--- config.mk ---
export PLATFORM = sky130hd
export DESIGN_NAME = aes128_round_ctrl_flat
export DESIGN_NICKNAME = d
export VERILOG_FILES = /design/src/rtl/aes128_round_ctrl_if.sv /design/src/rtl/aes128_round_ctrl.sv /design/src/flat_wrapper.sv
export SDC_FILE = /design/constraint.sdc
export NUM_CORES = 1
export LEC_CHECK = 0
export BUFFER_PORTS_ARGS = -buffer_cell sky130_fd_sc_hd__buf_2
export CAP_MARGIN = 5
export CORE_AREA = 2 2 39 41
export DETAILED_ROUTE_END_ITERATION = 6
export DIE_AREA = 0 0 41 43
export GPL_TIMING_DRIVEN = 0
export PLACE_DENSITY_LB_ADDON = 0.2
export SLEW_MARGIN = 20
export SYNTH_ARGS = -nofsm -noshare
export SYNTH_HDL_FRONTEND = slang
export SYNTH_SLANG_ARGS = --single-unit
--- constraint.sdc ---
create_clock -name clk -period 3.6 [get_ports clk]
set_clock_uncertainty 0.1 [all_clocks]
set_input_delay 0.18 -clock clk [delete_from_list [all_inputs] [get_ports clk]]
set_output_delay 0.18 -clock clk [all_outputs]
set_load 0.02 [all_outputs]
--- src/rtl/aes128_round_ctrl_if.sv ---
// Handshake and datapath-strobe bundle between the AES-128 round sequencer
// and its requester, consumer and round datapath.
interface aes128_round_ctrl_if;
  logic       start_valid;
  logic       start_ready;
  logic       flush;
  logic       ld_init;
  logic       rnd_en;
  logic       key_en;
  logic       final_rnd;
  logic [1:0] col_sel;
  logic [3:0] round_idx;
  logic [7:0] rcon;
  logic       out_valid;
  logic       out_ready;
  logic       busy;

  modport master (
    input  start_valid, flush, out_ready,
    output start_ready, ld_init, rnd_en, key_en, final_rnd,
           col_sel, round_idx, rcon, out_valid, busy
  );

  modport slave (
    output start_valid, flush, out_ready,
    input  start_ready, ld_init, rnd_en, key_en, final_rnd,
           col_sel, round_idx, rcon, out_valid, busy
  );
endinterface

--- src/rtl/aes128_round_ctrl.sv ---
// Iterative AES-128 encryption sequencer: strobes the shared round datapath
// and key expander through the initial key add and rounds 1..10.
//
// state | meaning
// IDLE  | waiting for a start request
// INIT  | one cycle: state <= pt ^ key, round key <= key
// ROUND | rounds 1..10, CYCLES_PER_ROUND sub-cycles each
// DONE  | ciphertext held valid until the consumer takes it
module aes128_round_ctrl #(
  parameter int CYCLES_PER_ROUND = 1
) (
  input  logic                 clk,
  input  logic                 rst_n,
  aes128_round_ctrl_if.master  bus
);

  typedef enum logic [1:0] {IDLE, INIT, ROUND, DONE} state_t;

  localparam logic [1:0] SUB_LAST  = 2'(CYCLES_PER_ROUND - 1);
  localparam logic [3:0] LAST_RND  = 4'd10;

  state_t     state, state_nxt;
  logic [3:0] round_q, round_nxt;
  logic [1:0] sub_cnt, sub_nxt;
  logic       sub_last;

  assign sub_last = (sub_cnt >= SUB_LAST);

  always_ff @(posedge clk or negedge rst_n) begin
    if (!rst_n) begin
      state   <= IDLE;
      round_q <= 4'd0;
      sub_cnt <= 2'd0;
    end else begin
      state   <= state_nxt;
      round_q <= round_nxt;
      sub_cnt <= sub_nxt;
    end
  end

  always_comb begin
    state_nxt = state;
    round_nxt = round_q;
    sub_nxt   = sub_cnt;
    case (state)
      IDLE: begin
        if (bus.start_valid) begin
          state_nxt = INIT;
          round_nxt = 4'd0;
          sub_nxt   = 2'd0;
        end
      end
      INIT: begin
        state_nxt = ROUND;
        round_nxt = 4'd1;
        sub_nxt   = 2'd0;
      end
      ROUND: begin
        if (sub_last) begin
          sub_nxt = 2'd0;
          if (round_q >= LAST_RND) begin
            state_nxt = DONE;
            round_nxt = 4'd0;
          end else begin
            round_nxt = round_q + 4'd1;
          end
        end else begin
          sub_nxt = sub_cnt + 2'd1;
        end
      end
      DONE: begin
        // A start arriving with the hand-off goes straight to INIT.
        if (bus.out_ready) begin
          state_nxt = bus.start_valid ? INIT : IDLE;
          round_nxt = 4'd0;
          sub_nxt   = 2'd0;
        end
      end
      default: begin
        state_nxt = IDLE;
        round_nxt = 4'd0;
        sub_nxt   = 2'd0;
      end
    endcase
    if (bus.flush) begin
      state_nxt = IDLE;
      round_nxt = 4'd0;
      sub_nxt   = 2'd0;
    end
  end

  logic adv;
  assign adv = (state == ROUND) && sub_last && !bus.flush;

  assign bus.ld_init     = (state == INIT);
  assign bus.rnd_en      = adv;
  assign bus.key_en      = adv;
  assign bus.final_rnd   = (state == ROUND) && (round_q == LAST_RND);
  assign bus.col_sel     = (state == ROUND) ? sub_cnt : 2'd0;
  assign bus.round_idx   = round_q;
  assign bus.out_valid   = (state == DONE);
  assign bus.busy        = (state == INIT) || (state == ROUND);
  assign bus.start_ready = (state == IDLE) || ((state == DONE) && bus.out_ready);

  always_comb begin
    bus.rcon = 8'h00;
    case (round_q)
      4'd1:    bus.rcon = 8'h01;
      4'd2:    bus.rcon = 8'h02;
      4'd3:    bus.rcon = 8'h04;
      4'd4:    bus.rcon = 8'h08;
      4'd5:    bus.rcon = 8'h10;
      4'd6:    bus.rcon = 8'h20;
      4'd7:    bus.rcon = 8'h40;
      4'd8:    bus.rcon = 8'h80;
      4'd9:    bus.rcon = 8'h1b;
      4'd10:   bus.rcon = 8'h36;
      default: bus.rcon = 8'h00;
    endcase
  end

endmodule

--- src/flat_wrapper.sv ---
// flat-port wrapper written by rule: the top's interface ports become plain ports
module aes128_round_ctrl_flat 
#(
  parameter int CYCLES_PER_ROUND = 1
)
  (clk, rst_n, bus_start_valid, bus_flush, bus_out_ready, bus_start_ready, bus_ld_init, bus_rnd_en, bus_key_en, bus_final_rnd, bus_col_sel, bus_round_idx, bus_rcon, bus_out_valid, bus_busy);
  aes128_round_ctrl_if bus_i ();
  input  logic clk;
  input  logic rst_n;
  input wire logic [$bits(bus_i.start_valid)-1:0] bus_start_valid;
  input wire logic [$bits(bus_i.flush)-1:0] bus_flush;
  input wire logic [$bits(bus_i.out_ready)-1:0] bus_out_ready;
  output wire logic [$bits(bus_i.start_ready)-1:0] bus_start_ready;
  output wire logic [$bits(bus_i.ld_init)-1:0] bus_ld_init;
  output wire logic [$bits(bus_i.rnd_en)-1:0] bus_rnd_en;
  output wire logic [$bits(bus_i.key_en)-1:0] bus_key_en;
  output wire logic [$bits(bus_i.final_rnd)-1:0] bus_final_rnd;
  output wire logic [$bits(bus_i.col_sel)-1:0] bus_col_sel;
  output wire logic [$bits(bus_i.round_idx)-1:0] bus_round_idx;
  output wire logic [$bits(bus_i.rcon)-1:0] bus_rcon;
  output wire logic [$bits(bus_i.out_valid)-1:0] bus_out_valid;
  output wire logic [$bits(bus_i.busy)-1:0] bus_busy;
  assign bus_i.start_valid = bus_start_valid;
  assign bus_i.flush = bus_flush;
  assign bus_i.out_ready = bus_out_ready;
  assign bus_start_ready = bus_i.start_ready;
  assign bus_ld_init = bus_i.ld_init;
  assign bus_rnd_en = bus_i.rnd_en;
  assign bus_key_en = bus_i.key_en;
  assign bus_final_rnd = bus_i.final_rnd;
  assign bus_col_sel = bus_i.col_sel;
  assign bus_round_idx = bus_i.round_idx;
  assign bus_rcon = bus_i.rcon;
  assign bus_out_valid = bus_i.out_valid;
  assign bus_busy = bus_i.busy;
  aes128_round_ctrl #(.CYCLES_PER_ROUND(CYCLES_PER_ROUND)) u_core (.clk(clk), .rst_n(rst_n), .bus(bus_i));
endmodule
**Word-level counts from Yosys, hierarchy flattened**

Memory sizes are Yosys's and may differ from the RTL's.
Index checks and enable logic that the tools add are counted.

- Memories kept: 1
- Flip-flop bits (word level): 8
- Output and inout bits: 21
- Bits in read-only memories: 128

- Eq/ne operators: 8
- Reduce and logical (&&, ||, !) cells: 11
- Magnitude comparators: 2
- Add/subtract/negate cells: 2
- Mux-type cells: 19

Memories:

| memory | depth | bits a word | rd ports | clocked after Yosys merged registers in | wr ports | line | source |
|---|---|---|---|---|---|---|---|
| (no name shown) | 16 | 8 | 1 | 0 | 0 | aes128_round_ctrl.sv:107 | `case (round_q)` |

Operators by type and width:

| operator | count |
|---|---|
| $mux W2 | 10 |
| $mux W4 | 5 |
| $pmux W2 S4 | 2 |
| $pmux W4 S4 | 1 |
| $ne A3 B2 Y1 const B | 2 |
| $ne A3 B3 Y1 const B | 2 |
| $add A4 B1 Y4 const B | 1 |
| $eq A2 B2 Y1 const B | 2 |
| $eq A4 B4 Y1 const B | 1 |
| $ge A4 B4 Y1 const B | 1 |
| $logic_and A1 B1 Y1 | 4 |
| $reduce_and A4 Y1 | 1 |
| $reduce_and A3 Y1 | 1 |
| $add A2 B1 Y2 const B | 1 |
| $eq A2 B1 Y1 const B | 1 |
| $ge A2 B1 Y1 const B | 1 |
| $logic_not A2 Y1 | 1 |
| $logic_or A1 B1 Y1 | 2 |
| $reduce_and A2 Y1 | 1 |
| $logic_not A1 Y1 | 1 |
| $mux W1 | 1 |

**Logic depth before layout (Yosys ltp)**

- Depth in word-level cells: 5
- Depth in mapped cells: 6

**Worst setup path before layout**

No wires, ideal clock.

- Path kind: reg2reg
- Start: register u_core.round_q[0] (netlist: u_core.bus.round_idx[0])
- End: register u_core.round_q[2] (netlist: u_core.bus.round_idx[2])
- Setup time: 66 ps
- Stages on the path, launching flop included: 7
- Path slack: 1736 ps
- Data arrival time: 1698 ps
- Required time: 3434 ps
- Clock period less this slack: 1864 ps
- Cells stage by stage: dfrtp_1 > inv_1 > ha_1 > o31a_4 > nor2b_4 > and3_1 > a22o_1

- Word-level cells in the longest chain between the ends: 5
- Elaborated cells on any way between the ends: 6
- Classes of those cells: 1 x add/sub; 1 x order compare; 4 x mux

RTL lines:

| what | line | source |
|---|---|---|
| start: declaration | aes128_round_ctrl.sv:23 | `logic [3:0] round_q, round_nxt;` |
| start signal: assignment | aes128_round_ctrl.sv:36 | `round_q <= round_nxt;` |
| $add A4 B1 Y4 / $ge A4 B4 Y1 (equally long branches) | aes128_round_ctrl.sv:65, aes128_round_ctrl.sv:61 |  |
| $mux W4 * | aes128_round_ctrl.sv:61 | `if (round_q >= LAST_RND) begin` |
| $mux W4 * | aes128_round_ctrl.sv:59 | `if (sub_last) begin` |
| $pmux W4 S4 * | aes128_round_ctrl.sv:45 | `case (state)` |
| $mux W4 * | aes128_round_ctrl.sv:85 | `if (bus.flush) begin` |

Every way passes the cells marked *; elsewhere a longest branch is shown, timed or not. The select of a mux whose other input is x is not followed.
A chain may end at the register's enable or synchronous reset.

**Worst setup path in the final report**

- Start: register u_core.round_q[0] (netlist: u_core.bus.round_idx[0])
- End: register u_core.round_q[3] (netlist: u_core.bus.round_idx[3])

The elaborated chain is that of the path after synthesis.

==> impl_metrics.toml <==
[run_status]
outcome = "finished clean"

[clocking]
cts_tree = "done"
postCtsResizedCells = 0
clockRootBuffer = "clkbuf_4"
cts_buffer_depth = 2
htreeDepth = 1
cts.reportedPaths.clkPinSlew_ns = 0.04
cts_hold_buf = 1
worstSkewPairLatency_ns = 0.24
cts_sinks = 6
cts_setup_buffers = 0
cts_inserted_buffers = 3

[critical_path]
crit_slowest_cell = "dfrtp_1"
cp_max_fo = 7
reg2reg_to = "u_core.bus.round_idx[3]"
timing_worst_setup_path_type = "reg -> reg"
worst-path-buf-inv = 1
r2r-start = "u_core.bus.round_idx[0]"
reg2reg_depth = 6
startpoint = "u_core.bus.round_idx[0]"
critPathCaptureType = "register"
cp.arrival_ns = 2.03
crit_family = "compound AO/OA/AOI/OAI gates"
crit_chain = "inv_1 -> ha_1 -> o31a_4 -> nor2b_4 -> and3_1 -> a22o_1"
cp.required_ns = 3.68
slowest_delay_ns = 0.49
rrSetupSlack_ns = 1.64
cp-start-kind = "register"

[power_and_ir_drop]
swShare = 0.464
p_leak_nw = 0.476
p_sw_mw = 0.184
power_density_nw_per_um2 = 492
internal-power_mw = 0.213
p_clk_frac = 0.147
p_total_mw = 0.397
vdd_ir_drop_max_mv = 0.334
pwr-share-comb = 0.596
seq_power_share = 0.257

[timing]
min_period_ns = 1.96
post-route-period-util = 0.543
timing_hold_violations_final = 0
finalSetupTns_ns = 0
grt_setup_unrepaired = "no"
setup_violations = 0
fmaxAchievable_mhz = 511
slew_viol_final = 0
fin_hold_ws_ns = 0.0850
setup_ws_ns = 1.64

[synthesis]
yosysWarnings = 0
postSynthCellCount = 69
synth-main-ff-cell = "dfrtp_1"
synth_area_um2 = 636
syn_area_per_cell_um2 = 9.21
async_flop_share = 1.00
synth_edf_count = 0
ys_ff_latch = 6
synth_cell_types = 28
seq_area_frac_synth = 0.236

[placement]
gp_congestion = 0.747
dpl-instance-area_um2 = 774
hpwl_um = 993
port_buffers = 23
post-place-ws_ns = 1.66

[die]
ios = 26
dieArea_um2 = 1760
core_area_um2 = 1380
initial_core_util = 0.459
die_h_um = 43
die_w_um = 41
rows = 14

[drt]
wl_per_cell_um = 10.8
vias_per_cell = 5.01
wl_mm = 1.22
final_antenna_net_count = 0
drc_errors = 0
vias = 566
drt_iter0_drc = 2
dr.pass1.iters = 2

[min_path]
worstHoldPathType = "in -> reg"
hp-start = "bus_flush"
hold_end = "u_core.bus.round_idx[0]"
min_path_cells = 2

[global_routing]
grt.total_usage = 0.162
grt_pass1_wl_mm = 2.00
antenna_found_initial = 0
grt_max_degree = 10
grt_pass1_vias = 516
grt_overflow_total = 0

[layout]
nFillCells = 145
syn_to_final_growth_pct = 27.0
nNetsFinal = 115
stdcell_area_um2 = 807
layout-drive-gt1-share = 0.340
antenna_cells = 0

[job]
maxCapViolations = 0
state kept, by name, indices dropped and copies added (netlist names):
name and cells:
u_core.state 2, u_core.bus.round_idx 4
placed cells by master, fill, tap and decap left out, drive strengths merged:
cell type    instances
mux2i                1
or4b                 1
nor2b                4
nor2                 3
o311ai               1
o21a                 1
and2                 2
inv                  6
o211ai               1
ha                  11
o21ai                1
a31o                 1
o31ai                1
clkbuf               3
dfrtp                6
buf                 27
and3                 2
nand3                2
nand2b               2
a22o                 5
nand2                3
conb                 2
nor3b                1
a21oi                3
a21o                 2
and2b                2
a41o                 1
o31a                 1
dlygate4sd3          1
through the flow:
step                instances  utilization
floorplan                  70            -
global placement          109        0.560
detailed placement        109        0.560
CTS                       113        0.583
global route              113        0.583
finish                    113        0.583
worst max path at each step:
stage / cells past startpoint / endpoint
2_1_floorplan: 6 / u_core.bus.round_idx[2]
3_3_place_gp: 6 / u_core.bus.round_idx[1]
3_5_place_dp: 6 / u_core.bus.round_idx[2]
4_1_cts: 6 / u_core.bus.round_idx[2]
5_1_grt: 6 / u_core.bus.round_idx[3]
6_report: 6 / u_core.bus.round_idx[3]
layer usage:
| metal | share of wire | wire, um | GRT usage |
|---|---|---|---|
| met2 | 0.50 | 606 | 0.266 |
| met5 | 0 | 0 | 0 |
| met4 | 0 | 0 | 0.0400 |
| met3 | 0.041 | 50 | 0.0524 |
| met1 | 0.46 | 568 | 0.197 |
synth_stat cells, types with 3 or more instances:
cell type   n  area share
ha_1       11        0.22
nor2_1      3       0.018
a22o_1      5       0.069
inv_1       6       0.035
buf_4       4       0.047
nand2_1     3       0.018
a21oi_1     3       0.024
dfrtp_1     6        0.24
nor2b_1     3       0.030
power groups by stage:
stage          Sequential (mW)  Combinational (mW)  Clock, mW
6_report                 0.102               0.237     0.0586
5_1_grt                  0.106               0.260     0.0669
4_1_cts                  0.102               0.239     0.0617
3_5_place_dp             0.103               0.238          0
3_3_place_gp             0.103               0.234          0
2_1_floorplan           0.0986               0.179          0
kinds of logic (layout without fill, tap and decap cells):
logic type,count (synthesis),count (layout),share of synthesized area
compound gates,18,18,0.230
fa+ha+maj,11,11,0.217
buf+inv,10,37,0.0827
flops,6,6,0.236
mux,1,1,0.0157
other cells,1,2,0.00590
simple gates,22,22,0.213
final cells by class:
type                            count  area [um2]  area share
Clock buffer                        3        22.5      0.0279
Tap cell                           16        20.0      0.0248
Buffer                              4        30.0      0.0372
Sequential cell                     6         150       0.186
Multi-Input combinational cell     54         437       0.541
Inverter                            6        22.5      0.0279
Timing Repair Buffer               24         125       0.155
(Power assumes the default switching activity.)
